$ cat src/rtl/cc_ctrl_if.sv
// cc_ctrl_if: coefficient write port into color_corrector (coef_sel, coef, coef_lock)
interface cc_ctrl_if;
    logic [3:0]  coef_sel;
    logic [31:0] coef;
    logic        coef_lock;
    modport master (output coef_sel, coef, coef_lock);
    modport slave  (input coef_sel, coef, coef_lock);
endinterface

$ cat src/rtl/cc_coef_scheduler.sv
// cc_coef_scheduler: frame-synchronous coefficient loader for color_corrector; SOF sync enabled by CC_SCHED_SOF_SYNC_EN
module cc_coef_scheduler #(
    parameter int PX_WIDTH     = 10,
    parameter int FRACT_WIDTH  = 10,
    parameter int DRAIN_CYCLES = 4
) (
    input  logic                            clk_i,
    input  logic                            rst_n_i,
    input  logic                            wr_en_i,
    input  logic [3:0]                      wr_sel_i,
    input  logic [PX_WIDTH+FRACT_WIDTH:0]   wr_data_i,
    input  logic                            commit_i,
    input  logic                            vid_tvalid_i,
    input  logic                            vid_tuser_i,
    output logic                            hold_o,
    output logic                            busy_o,
    output logic                            done_o,
    cc_ctrl_if.master                       cc_ctrl_o
);
    localparam int CW = PX_WIDTH + FRACT_WIDTH + 1;
    typedef enum logic [1:0] {IDLE, WAIT_SOF, DRAIN, LOAD} state_t;
    state_t        state;
    logic [CW-1:0] shadow [12];
    logic [CW-1:0] staging [12];
    logic [CW-1:0] shadow_nxt [12];
    logic [CW-1:0] stage_nxt [12];
    logic [3:0]    idx, cnt;
    logic          pending, hold_r, last, pend_now, copy, start, sof;

    function automatic logic [CW-1:0] init_coef(input int i);
        case (i)
            0:       init_coef = CW'(21'h000400);
            1:       init_coef = CW'(21'h000000);
            2:       init_coef = CW'(21'h00059C);
            3:       init_coef = CW'(21'h12CD80);
            4:       init_coef = CW'(21'h000400);
            5:       init_coef = CW'(21'h100160);
            6:       init_coef = CW'(21'h1002DB);
            7:       init_coef = CW'(21'h021E00);
            8:       init_coef = CW'(21'h000400);
            9:       init_coef = CW'(21'h000717);
            10:      init_coef = CW'(21'h000000);
            11:      init_coef = CW'(21'h138B33);
            default: init_coef = '0;
        endcase
    endfunction

    // next-state of both banks: host writes into shadow, commits copy shadow (incl. same-cycle write) into staging
    always_comb begin
        last     = state == LOAD && idx == 4'd11;
        pend_now = pending || (commit_i && (state == DRAIN || state == LOAD));
        copy     = (commit_i && (state == IDLE || state == WAIT_SOF)) || (last && pend_now);
        for (int i = 0; i < 12; i++) begin
            shadow_nxt[i] = (wr_en_i && wr_sel_i == 4'(i)) ? wr_data_i : shadow[i];
            stage_nxt[i]  = copy ? shadow_nxt[i] : staging[i];
        end
    end

`ifdef CC_SCHED_SOF_SYNC_EN
    assign sof    = vid_tvalid_i & vid_tuser_i;
    assign start  = (state == WAIT_SOF && sof && DRAIN_CYCLES == 0) || (state == DRAIN && cnt == 4'd0);
    assign hold_o = (state == WAIT_SOF) ? sof : hold_r;
`else
    logic unused;
    assign unused = &{1'b0, vid_tvalid_i, vid_tuser_i, hold_r};
    assign sof    = 1'b0;
    assign start  = (state == IDLE && commit_i) || (last && pend_now);
    assign hold_o = 1'b0;
`endif
    assign busy_o = state != IDLE;

    // shadow and staging banks, both starting from the corrector's init set
    always_ff @(posedge clk_i or negedge rst_n_i) begin
        if (!rst_n_i) begin
            for (int i = 0; i < 12; i++) begin
                shadow[i]  <= init_coef(i);
                staging[i] <= init_coef(i);
            end
        end else begin
            shadow  <= shadow_nxt;
            staging <= stage_nxt;
        end
    end

    // control FSM: SOF wait, drain count, 12-beat load with registered write port, done pulse and hold
    always_ff @(posedge clk_i or negedge rst_n_i) begin
        if (!rst_n_i) begin
            state               <= IDLE;
            idx                 <= '0;
            cnt                 <= '0;
            pending             <= 1'b0;
            hold_r              <= 1'b0;
            done_o              <= 1'b0;
            cc_ctrl_o.coef_lock <= 1'b0;
            cc_ctrl_o.coef_sel  <= '0;
            cc_ctrl_o.coef      <= '0;
        end else begin
            done_o  <= 1'b0;
            pending <= last ? 1'b0 : pend_now;
            case (state)
                IDLE: if (commit_i) state <= WAIT_SOF;
                WAIT_SOF: if (sof && DRAIN_CYCLES != 0) begin
                    state  <= DRAIN;
                    cnt    <= 4'(DRAIN_CYCLES - 1);
                    hold_r <= 1'b1;
                end
                DRAIN: cnt <= cnt - 4'd1;
                LOAD: if (last) begin
                    state               <= pend_now ? WAIT_SOF : IDLE;
                    done_o              <= 1'b1;
                    hold_r              <= 1'b0;
                    cc_ctrl_o.coef_lock <= 1'b0;
                end else begin
                    idx                <= idx + 4'd1;
                    cc_ctrl_o.coef_sel <= idx + 4'd1;
                    cc_ctrl_o.coef     <= 32'(staging[idx + 4'd1]);
                end
            endcase
            if (start) begin
                state               <= LOAD;
                idx                 <= '0;
                hold_r              <= 1'b1;
                cc_ctrl_o.coef_lock <= 1'b1;
                cc_ctrl_o.coef_sel  <= '0;
                cc_ctrl_o.coef      <= 32'(stage_nxt[0]);
            end
        end
    end
endmodule

$ cat src/flat_wrapper.sv
// flat-port wrapper written by rule: the top's interface ports become plain ports
module cc_coef_scheduler_flat 
#(
    parameter int PX_WIDTH     = 10,
    parameter int FRACT_WIDTH  = 10,
    parameter int DRAIN_CYCLES = 4
)
  (clk_i, rst_n_i, wr_en_i, wr_sel_i, wr_data_i, commit_i, vid_tvalid_i, vid_tuser_i, hold_o, busy_o, done_o, cc_ctrl_o_coef_sel, cc_ctrl_o_coef, cc_ctrl_o_coef_lock);
  cc_ctrl_if cc_ctrl_o_i ();
  input  logic clk_i;
  input  logic rst_n_i;
  input  logic wr_en_i;
  input  logic [3:0] wr_sel_i;
  input  logic [PX_WIDTH+FRACT_WIDTH:0] wr_data_i;
  input  logic commit_i;
  input  logic vid_tvalid_i;
  input  logic vid_tuser_i;
  output logic hold_o;
  output logic busy_o;
  output logic done_o;
  output wire logic [$bits(cc_ctrl_o_i.coef_sel)-1:0] cc_ctrl_o_coef_sel;
  output wire logic [$bits(cc_ctrl_o_i.coef)-1:0] cc_ctrl_o_coef;
  output wire logic [$bits(cc_ctrl_o_i.coef_lock)-1:0] cc_ctrl_o_coef_lock;
  assign cc_ctrl_o_coef_sel = cc_ctrl_o_i.coef_sel;
  assign cc_ctrl_o_coef = cc_ctrl_o_i.coef;
  assign cc_ctrl_o_coef_lock = cc_ctrl_o_i.coef_lock;
  cc_coef_scheduler #(.PX_WIDTH(PX_WIDTH), .FRACT_WIDTH(FRACT_WIDTH), .DRAIN_CYCLES(DRAIN_CYCLES)) u_core (.clk_i(clk_i), .rst_n_i(rst_n_i), .wr_en_i(wr_en_i), .wr_sel_i(wr_sel_i), .wr_data_i(wr_data_i), .commit_i(commit_i), .vid_tvalid_i(vid_tvalid_i), .vid_tuser_i(vid_tuser_i), .hold_o(hold_o), .busy_o(busy_o), .done_o(done_o), .cc_ctrl_o(cc_ctrl_o_i));
endmodule
$ cat config.mk
export PLATFORM = sky130hd
export DESIGN_NAME = cc_coef_scheduler_flat
export DESIGN_NICKNAME = d
export VERILOG_FILES = /design/src/rtl/cc_ctrl_if.sv /design/src/rtl/cc_coef_scheduler.sv /design/src/flat_wrapper.sv
export SDC_FILE = /design/constraint.sdc
export NUM_CORES = 1
export LEC_CHECK = 0
export ABC_AREA = 0
export CORE_AREA = 2 2 191 193
export CTS_CLUSTER_DIAMETER = 50
export DETAILED_ROUTE_END_ITERATION = 16
export DIE_AREA = 0 0 193 195
export GPL_TIMING_DRIVEN = 0
export PLACE_DENSITY_LB_ADDON = 0.15
export SLEW_MARGIN = 15
export SYNTH_ARGS = -nofsm -noshare
export SYNTH_HDL_FRONTEND = slang
export SYNTH_SLANG_ARGS = --single-unit
$ cat constraint.sdc
create_clock -name clk_i -period 4.45 [get_ports clk_i]
set_input_delay 0.6675 -clock clk_i [delete_from_list [all_inputs] [get_ports clk_i]]
set_output_delay 0.6675 -clock clk_i [all_outputs]
set_load 0.01 [all_outputs]
-- After elaboration in Yosys (flattened, before gate mapping)
Index checks and enable logic that the tools add are counted.
- register bits: 545
- output and inout bits: 40
- bitwise gates (word level): 1
- reductions and logical operators: 31
- equal/unequal tests: 18
- $add $sub $neg: 1
- $lt $le $gt $ge: 1
- muxes and demuxes: 33
- operators with widths (operator ; count):
    $mux W21 ; 15
    $mux W32 ; 3
    $bmux W21 S4 ; 1
    $eq A4 B4 Y1 const B ; 5
    $logic_and A1 B1 Y1 ; 17
    $eq A4 B3 Y1 const B ; 4
    $mux W4 ; 3
    $eq A4 B2 Y1 const B ; 2
    $mux W1 ; 7
    $mux W2 ; 3
    $reduce_bool A2 Y1 ; 3
    $ge A5 B5 Y1 const B ; 1
    $logic_or A1 B1 Y1 ; 5
    $not A4 Y5 ; 1
    $add A4 B1 Y4 const B ; 1
    $eq A2 B2 Y1 const B ; 2
    $eq A4 B1 Y1 const B ; 1
    $logic_not A4 Y1 ; 1
    $pmux W2 S2 ; 1
    $reduce_and A2 Y1 ; 2
    $ne A3 B1 Y1 const B ; 1
    $ne A3 B2 Y1 const B ; 1
    $reduce_and A3 Y1 ; 1
    $reduce_bool A3 Y1 ; 1
    3 further kinds ; 3

-- Longest topological paths before layout
Gate-level depths: netlist of the first run.
- depth in word-level cells: 8
- gate-level depth with buffers: 9
- mapped depth without buffers: 7

-- Least setup slack after synthesis of the first run
No wires, ideal clock.
- kind: register to register
- start point: reg, netlist name u_core.cc_ctrl_o.coef_sel[1]
- end point: reg u_core.cc_ctrl_o.coef[15]
- setup time: 0.128 ns
- slack: 2.132 ns
- stages on the path, launching flop included: 9
- arrival: 2.190 ns
- path through: dfrtp_1 -> ha_1 -> buf_6 -> buf_6 -> buf_2 -> mux4_2 -> mux2_2 -> a222oi_1 -> nand2_1
- RTL lines (element ; line ; source):
    end signal: assignment ; cc_coef_scheduler.sv:116 ; cc_ctrl_o.coef <= 32'(staging[idx + 4'd1]);
    end signal: assignment ; cc_coef_scheduler.sv:125 ; cc_ctrl_o.coef <= 32'(stage_nxt[0]);
    end: declaration ; cc_ctrl_if.sv:6 ; modport master (output coef_sel, coef, coef_lock);

==> results of run 1 <==
synth_stat cells (7+ instances only):
cell type | number | share of area [%]
sky130_fd_sc_hd__a21oi_1 | 8 | 0.17
sky130_fd_sc_hd__a221oi_1 | 11 | 0.42
sky130_fd_sc_hd__a222oi_1 | 10 | 0.43
sky130_fd_sc_hd__buf_2 | 34 | 0.73
sky130_fd_sc_hd__buf_4 | 14 | 0.45
sky130_fd_sc_hd__buf_6 | 32 | 1.6
sky130_fd_sc_hd__clkbuf_1 | 29 | 0.47
sky130_fd_sc_hd__dfrtp_1 | 430 | 46
sky130_fd_sc_hd__dfstp_2 | 104 | 12
sky130_fd_sc_hd__inv_1 | 11 | 0.18
sky130_fd_sc_hd__mux2_1 | 42 | 2.0
sky130_fd_sc_hd__mux2_2 | 282 | 14
sky130_fd_sc_hd__mux2_4 | 190 | 12
sky130_fd_sc_hd__mux2i_1 | 8 | 0.35
sky130_fd_sc_hd__mux4_1 | 15 | 1.7
sky130_fd_sc_hd__mux4_2 | 48 | 4.7
sky130_fd_sc_hd__nand2_1 | 32 | 0.52
sky130_fd_sc_hd__nor2_1 | 25 | 0.40
sky130_fd_sc_hd__o21ai_0 | 8 | 0.17
sky130_fd_sc_hd__o22ai_1 | 7 | 0.19
routing by layer:
layer	routed length, µm	GRT usage (%)	vias up
met4	1670	9.68	0
met3	3660	5.61	107
li1	-	-	5254
met5	0	0	-
met2	26400	48.4	415
met1	24600	46.3	6724
critical path: stages (launching register included):
cell and delay, ns:
sky130_fd_sc_hd__dfrtp_1 0.50, sky130_fd_sc_hd__ha_1 0.36, sky130_fd_sc_hd__buf_6 0.22, sky130_fd_sc_hd__buf_6 0.22, sky130_fd_sc_hd__buf_2 0.41, sky130_fd_sc_hd__clkbuf_1 0.69
sky130_fd_sc_hd__mux4_2 0.46, sky130_fd_sc_hd__nand2_1 0.10, sky130_fd_sc_hd__nand2_1 0.05
final cells by class:
type | instances | area (µm²)
Clock inverter | 15 | 235
Fill cell | 2170 | 9130
Clock buffer | 84 | 1520
Timing Repair Buffer | 61 | 703
Buffer | 111 | 752
Tap cell | 461 | 577
Inverter | 11 | 41.3
Multi-Input combinational cell | 736 | 8940
Antenna cell | 1 | 2.50
Sequential cell | 534 | 13500
per-stage QoR:
step	area, µm²	util, %	setup TNS [ns]	cells
floorplan	23200	-	0	1392
global placement	24400	68.8	-9846.52	1909
detailed placement	24500	69.2	0	1914
CTS	26300	74.2	0	2013
global route	26300	74.2	0	2013
finish	26300	74.2	0	2014
placed cells by master, fill, tap and decap left out, types with 10 or more instances in the layout:
master                            synthesis  final
sky130_fd_sc_hd__dfrtp_1                430    430
sky130_fd_sc_hd__mux2_2                 282    282
sky130_fd_sc_hd__mux2_4                 190    190
sky130_fd_sc_hd__dfstp_2                104    104
sky130_fd_sc_hd__clkdlybuf4s50_1          0     55
sky130_fd_sc_hd__clkbuf_16                0     53
sky130_fd_sc_hd__clkbuf_1                29     52
sky130_fd_sc_hd__mux4_2                  48     48
sky130_fd_sc_hd__mux2_1                  42     42
sky130_fd_sc_hd__buf_2                   34     34
sky130_fd_sc_hd__nand2_1                 32     32
sky130_fd_sc_hd__buf_6                   32     32
sky130_fd_sc_hd__nor2_1                  25     25
sky130_fd_sc_hd__mux4_1                  15     15
sky130_fd_sc_hd__buf_4                   14     14
sky130_fd_sc_hd__conb_1                   1     12
sky130_fd_sc_hd__inv_1                   11     11
sky130_fd_sc_hd__a221oi_1                11     11
sky130_fd_sc_hd__a222oi_1                10     10
power by group through the flow:
| stage | clock (mW) | combinational, mW | sequential [mW] |
|---|---|---|---|
| 2_1_floorplan | 0 | 4.88 | 7.45 |
| 3_3_place_gp | 0 | 6.55 | 7.77 |
| 3_5_place_dp | 0 | 6.73 | 7.79 |
| 4_1_cts | 4.61 | 6.78 | 7.74 |
| 5_1_grt | 4.80 | 7.15 | 7.95 |
| 6_report | 4.55 | 6.81 | 7.78 |
logic make-up (layout without fill, tap and decap cells):
group / after synthesis / after routing / share of synthesized area [%]
mux: 585 / 585 / 34.7
flops: 534 / 534 / 58.2
buf+inv: 122 / 282 / 3.42
simple gates: 78 / 78 / 1.53
compound gates: 53 / 53 / 1.71
fa+ha+maj: 5 / 5 / 0.270
xor+xnor: 3 / 3 / 0.113
other cells: 1 / 13 / 0.0162
state kept, by name, indices dropped and copies added (netlist names):
name	flops
u_core.cc_ctrl_o.coef_lock	1
u_core.staging	252
u_core.cc_ctrl_o.coef	21
u_core.state	2
u_core.shadow	252
u_core.done_o	1
u_core.cc_ctrl_o.coef_sel	4
u_core.pending	1
worst max path at each step:
stage / startpoint / end / slack, ns / cells past startpoint
2_1_floorplan: u_core.cc_ctrl_o.coef_sel[1] / u_core.cc_ctrl_o.coef[15] / 2.13 / 8
3_3_place_gp: rst_n_i / u_core.shadow[10] / -19.82 / 1
3_5_place_dp: wr_en_i / u_core.staging[203] / 1.26 / 6
4_1_cts: u_core.cc_ctrl_o.coef_sel[0] / u_core.cc_ctrl_o.coef[4] / 1.28 / 8
5_1_grt: u_core.cc_ctrl_o.coef_sel[0] / u_core.cc_ctrl_o.coef[2] / 1.23 / 8
6_report: u_core.cc_ctrl_o.coef_sel[0] / u_core.cc_ctrl_o.coef[4] / 1.28 / 8
==> impl_metrics.yaml, run 1 <==
run_status:
  outcome: "complete, no violations"
critical_path:
  critical_path_arrival_ns: 3.64
  end_kind: "flop"
  ff2ff_path_depth: 8
  required_ns: 4.92
  setup_slack_reg_to_reg_ns: 1.28
  worst-setup-path-type: "reg -> reg"
  r2r_start: "u_core.cc_ctrl_o.coef_sel[0]"
  worstReg2RegEnd: "u_core.cc_ctrl_o.coef[4]"
  critPathLaunchType: "flop"
  crit_fanout: 10
power_and_ir_drop:
  power_frac_comb_pct: 35.6
  p_sw_share_pct: 30.6
  clock_network_fraction_of_total_power_pct: 23.8
  pwr_density_cell_nw_per_um2: 729
  vdd_ir_drop_max_v: 0.000435
  seq_power_share_pct: 40.6
  power_report.internal_total_mw: 13.3
  switchingPower_mw: 5.85
  total_power_mw: 19.1
  power.static_leakage_nw: 11.8
clock_tree:
  clock_tree_from_tritoncts: "done"
  clock_sinks: 534
  ctsHtreeMaxLevel: 2
  cts_buffers: 53
  worstSkewPairLatency_ns: 0.59
  cts_max_path_buffers: 3
  cts-hold-fix-buffers: 0
  cts_setup_buffers: 0
  clkTransAtPathRegs_ns: 0.06
  clock_tree.root_cell: "sky130_fd_sc_hd__clkbuf_16"
  ctsResizeCount: 0
placement:
  preCtsSetupSlack_ns: 1.26
  port_buffers: 56
  globalplace.congestion: 0.864
  hpwlAfterDp_um: 37600
logic_synthesis:
  synth_area_um2: 23200
  async_flop_share_pct: 100
  ys_dominant_reg_cell: "sky130_fd_sc_hd__dfrtp_1"
  ys_types: 41
  ys_seq_area_share_pct: 58.2
  syn_avg_cell_area_um2: 16.8
  yosys_register_bits: 534
  synth_enable_flop_cells: 0
  yosys_warnings: 0
  synthCells: 1381
global_route:
  pin_count_of_the_biggest_net_entering_global_routing: 108
  grt_pass1_vias: 13200
  number_of_antenna_violations_at_the_first_check_in_global_routing: 1
  overflow: 0
  wire_length_of_the_first_global_routing_pass_um: 85800
  groute.usage.overall_pct: 31.5
sta:
  unrepaired_setup_endpoints_after_global_routing: "false"
  finalSetupViolations: 0
  highest_achievable_clock_rate_mhz: 316
  finalHoldWorstSlack_ns: 0.0461
  finClkSkew_ns: 0.0139
  slew_violations: 0
  timing.final.hold_violations: 0
  layout_worst_path_cycle_share_pct: 71.2
  fin_crit_ns: 3.17
  final_critical_path_setup_slack_ns: 1.28
  max-slew-margin-rel_pct: 25.8
  max_slew.worst_pin.slew_ns: 1.11
routing:
  wire_per_inst_um: 28.0
  routed_via_density: 6.21
  postRouteWirelength_um: 56300
  drt.antenna.violating_nets: 0
  detail_route.first_pass.iterations: 6
  drc: 0
  route.vias.total: 12500
  initialDrtViolationCount: 949
die:
  effective_utilization_at_floorplan_pct: 65.5
  pin_count: 71
  die_w_um: 193
  placeableCoreArea_um2: 35400
  die_h_um: 195
  row_count: 69
  die_area_um2: 37600
hold_path:
  hold_path.class: "in -> async"
finish:
  final_layout_size_suffix_gt1_share_pct: 50.9
  finalNetCount: 1544
  area_delta_synth_final_pct: 13.3
flow_run:
  cap_violations: 0
(Power assumes the default switching activity.)
==> run 2: changes to the inputs <==
--- a/config.mk
+++ b/config.mk
@@ -6,10 +6,10 @@
 export NUM_CORES = 1
 export LEC_CHECK = 0
 export ABC_AREA = 0
-export CORE_AREA = 2 2 191 193
+export CORE_AREA = 2 2 198 200
 export CTS_CLUSTER_DIAMETER = 50
 export DETAILED_ROUTE_END_ITERATION = 16
-export DIE_AREA = 0 0 193 195
+export DIE_AREA = 0 0 200 202
 export GPL_TIMING_DRIVEN = 0
 export PLACE_DENSITY_LB_ADDON = 0.15
 export SLEW_MARGIN = 15
==> constraint.sdc (replaced) <==
create_clock -name clk_i -period 3.32 [get_ports clk_i]
set_input_delay 0.498 -clock clk_i [delete_from_list [all_inputs] [get_ports clk_i]]
set_output_delay 0.498 -clock clk_i [all_outputs]
set_load 0.01 [all_outputs]
==> run 2 against run 1 <==
Effect of this change: utilization down 4.9 points; global-route usage down 1.3 points; largest power group unchanged; clock power up 44%; die area up 7.3%; routed wire length up 2.9%; critical endpoint is now u_core.cc_ctrl_o.coef[0].
==> impl_metrics.yaml, run 2 (synthesis results as in run 1) <==
power_and_ir_drop:
  vdd_ir_drop_max_v: 0.000629
  total_power_mw: 26.0
  pwr_density_cell_nw_per_um2: 982
  power.static_leakage_nw: 11.9
routing:
  detail_route.first_pass.iterations: 5
  routed_via_density: 6.04
  postRouteWirelength_um: 57900
  drt.antenna.violating_nets: 0
  wire_per_inst_um: 27.9
  route.vias.total: 12500
  initialDrtViolationCount: 966
  drc: 0
clock_tree:
  clock_sinks: 534
  ctsResizeCount: 0
  cts-hold-fix-buffers: 1
  clock_tree.root_cell: "sky130_fd_sc_hd__clkbuf_16"
  cts_setup_buffers: 0
  worstSkewPairLatency_ns: 0.60
  cts_max_path_buffers: 3
  clock_tree_from_tritoncts: "done"
  ctsHtreeMaxLevel: 2
  clkTransAtPathRegs_ns: 0.06
  cts_buffers: 56
finish:
  final-seq-area_um2: 13500
  utilization_pct: 69.3
  commonest_non_fill_non_tap_cell_in_the_layout: "sky130_fd_sc_hd__dfrtp_1"
  fillers: 2586
  layout.cell_area.non_filler_um2: 26500
  multi_input_comb_area_um2: 8940
  biggestRegsByFlops: "u_core.shadow x252, u_core.staging x252, u_core.cc_ctrl_o.coef x21"
  area_delta_synth_final_pct: 14.4
  finalNetCount: 1548
  layout.cells.most_common_list: "430 x sky130_fd_sc_hd__dfrtp_1, 282 x sky130_fd_sc_hd__mux2_2, 190 x sky130_fd_sc_hd__mux2_4"
  final_layout_size_suffix_gt1_share_pct: 51.7
critical_path:
  crit_path_max_incr_delay_ns: 0.47
  end_kind: "flop"
  ff2ff_path_depth: 8
  crit_chain: "ha_1, buf_6, buf_6, buf_2, buf_2, mux4_2, a221oi_1, nor2_1"
  slowest_stage: "sky130_fd_sc_hd__dfrtp_1"
  setup_slack_reg_to_reg_ns: 0.24
  crit_fanout: 10
  worstReg2RegEnd: "u_core.cc_ctrl_o.coef[0]"
  critPathLaunchType: "flop"
  critical_path_arrival_ns: 3.56
  required_ns: 3.80
  worst-setup-path-type: "reg -> reg"
  r2r_start: "u_core.cc_ctrl_o.coef_sel[1]"
die:
  effective_utilization_at_floorplan_pct: 60.6
  placeableCoreArea_um2: 38300
  die_area_um2: 40400
  row_count: 72
  die_h_um: 202
  pin_count: 71
  die_w_um: 200
global_route:
  groute.usage.overall_pct: 30.1
  overflow: 0
  number_of_antenna_violations_at_the_first_check_in_global_routing: 2
  pin_count_of_the_biggest_net_entering_global_routing: 111
  grt_pass1_vias: 13300
  wire_length_of_the_first_global_routing_pass_um: 87100
sta:
  max-slew-margin-rel_pct: 29.5
  finalSetupTns_ns: 0
  slew_violations: 0
  unrepaired_setup_endpoints_after_global_routing: "false"
  final_critical_path_setup_slack_ns: 0.242
  fin_crit_ns: 3.08
  highest_achievable_clock_rate_mhz: 325
  max_slew.worst_pin.slew_ns: 1.06
  layout_worst_path_cycle_share_pct: 92.7
  finalSetupViolations: 0
  finClkSkew_ns: 0.0108
  timing.final.hold_violations: 0
placement:
  preCtsSetupSlack_ns: 0.204
  post_detailed_placement_cell_area_um2: 24600
  globalplace.congestion: 0.896
  port_buffers: 56
  hpwlAfterDp_um: 38400
run_status:
  outcome: "complete, no violations"
hold_path:
  hold_path.class: "in -> async"
flow_run:
  cap_violations: 0
==> run 2: cell types whose count changed in the layout (fill, tap and decap cells not counted), moves of 2 or more <==
cell / before / now
sky130_fd_sc_hd__clkinv_2: 6 / 9
sky130_fd_sc_hd__clkbuf_1: 52 / 43
sky130_fd_sc_hd__clkinvlp_4: 1 / 3
sky130_fd_sc_hd__clkbuf_8: 8 / 11
sky130_fd_sc_hd__clkbuf_16: 53 / 57
sky130_fd_sc_hd__inv_8: 0 / 2
==> run 2: how the worst max path moves through the flow <==
stage / start / endpoint / slack [ns]
after global placement: rst_n_i / u_core.shadow[14] / -20.90
final: u_core.cc_ctrl_o.coef_sel[1] / u_core.cc_ctrl_o.coef[0] / 0.24
after CTS: u_core.cc_ctrl_o.coef_sel[1] / u_core.cc_ctrl_o.coef[0] / 0.27
after global routing: u_core.cc_ctrl_o.coef_sel[1] / u_core.cc_ctrl_o.coef[0] / 0.11
after floorplan: u_core.cc_ctrl_o.coef_sel[1] / u_core.cc_ctrl_o.coef[15] / 1.00
after detailed placement: commit_i / u_core.cc_ctrl_o.coef[2] / 0.20
==> run 2: critical path, delay by kind of cell, from the launching register on <==
kind	cells	cell delay, ns
fa+ha+maj	1	0.33
compound gates	1	0.37
flops	1	0.47
mux	1	0.43
simple gates	1	0.09
buf+inv	4	1.24
==> run 2: layer usage <==
layer  share of wire [%]  vias to the layer above  wire, µm  global-route usage [%]
li1                    -                     5265         -                       -
met1                  44                     6791     25600                    43.5
met2                  47                      396     27000                    46.3
met3                 6.5                       97      3790                    6.59
met4                 2.7                        0      1590                    8.99
met5                   0                        -         0                       0
==> run 2: power breakdown <==
group / internal [mW] / leakage [nW] / switching [mW]
clock network: 3.95 / 0.949 / 2.58
registers: 9.17 / 6.36 / 1.22
logic: 5.03 / 4.63 / 4.08
==> run 2: final cells by class <==
| cell class | instances | area share [%] |
|---|---|---|
| antenna | 1 | 0.00943 |
| inverter | 11 | 0.156 |
| tap | 518 | 2.44 |
| timing repair buffer | 62 | 2.69 |
| clock inverter | 22 | 1.16 |
| sequential | 534 | 50.9 |
| buffer | 111 | 2.83 |
| multi-input combinational | 736 | 33.7 |
| clock buffer | 82 | 6.14 |
==> run 2: metrics by stage <==
stage / cells / hold WS [ns]
2_1_floorplan: 1392 / 0.202
3_3_place_gp: 1966 / 0.463
3_5_place_dp: 1971 / 0.358
4_1_cts: 2076 / 0.320
5_1_grt: 2076 / 0.357
6_report: 2077 / 0.336
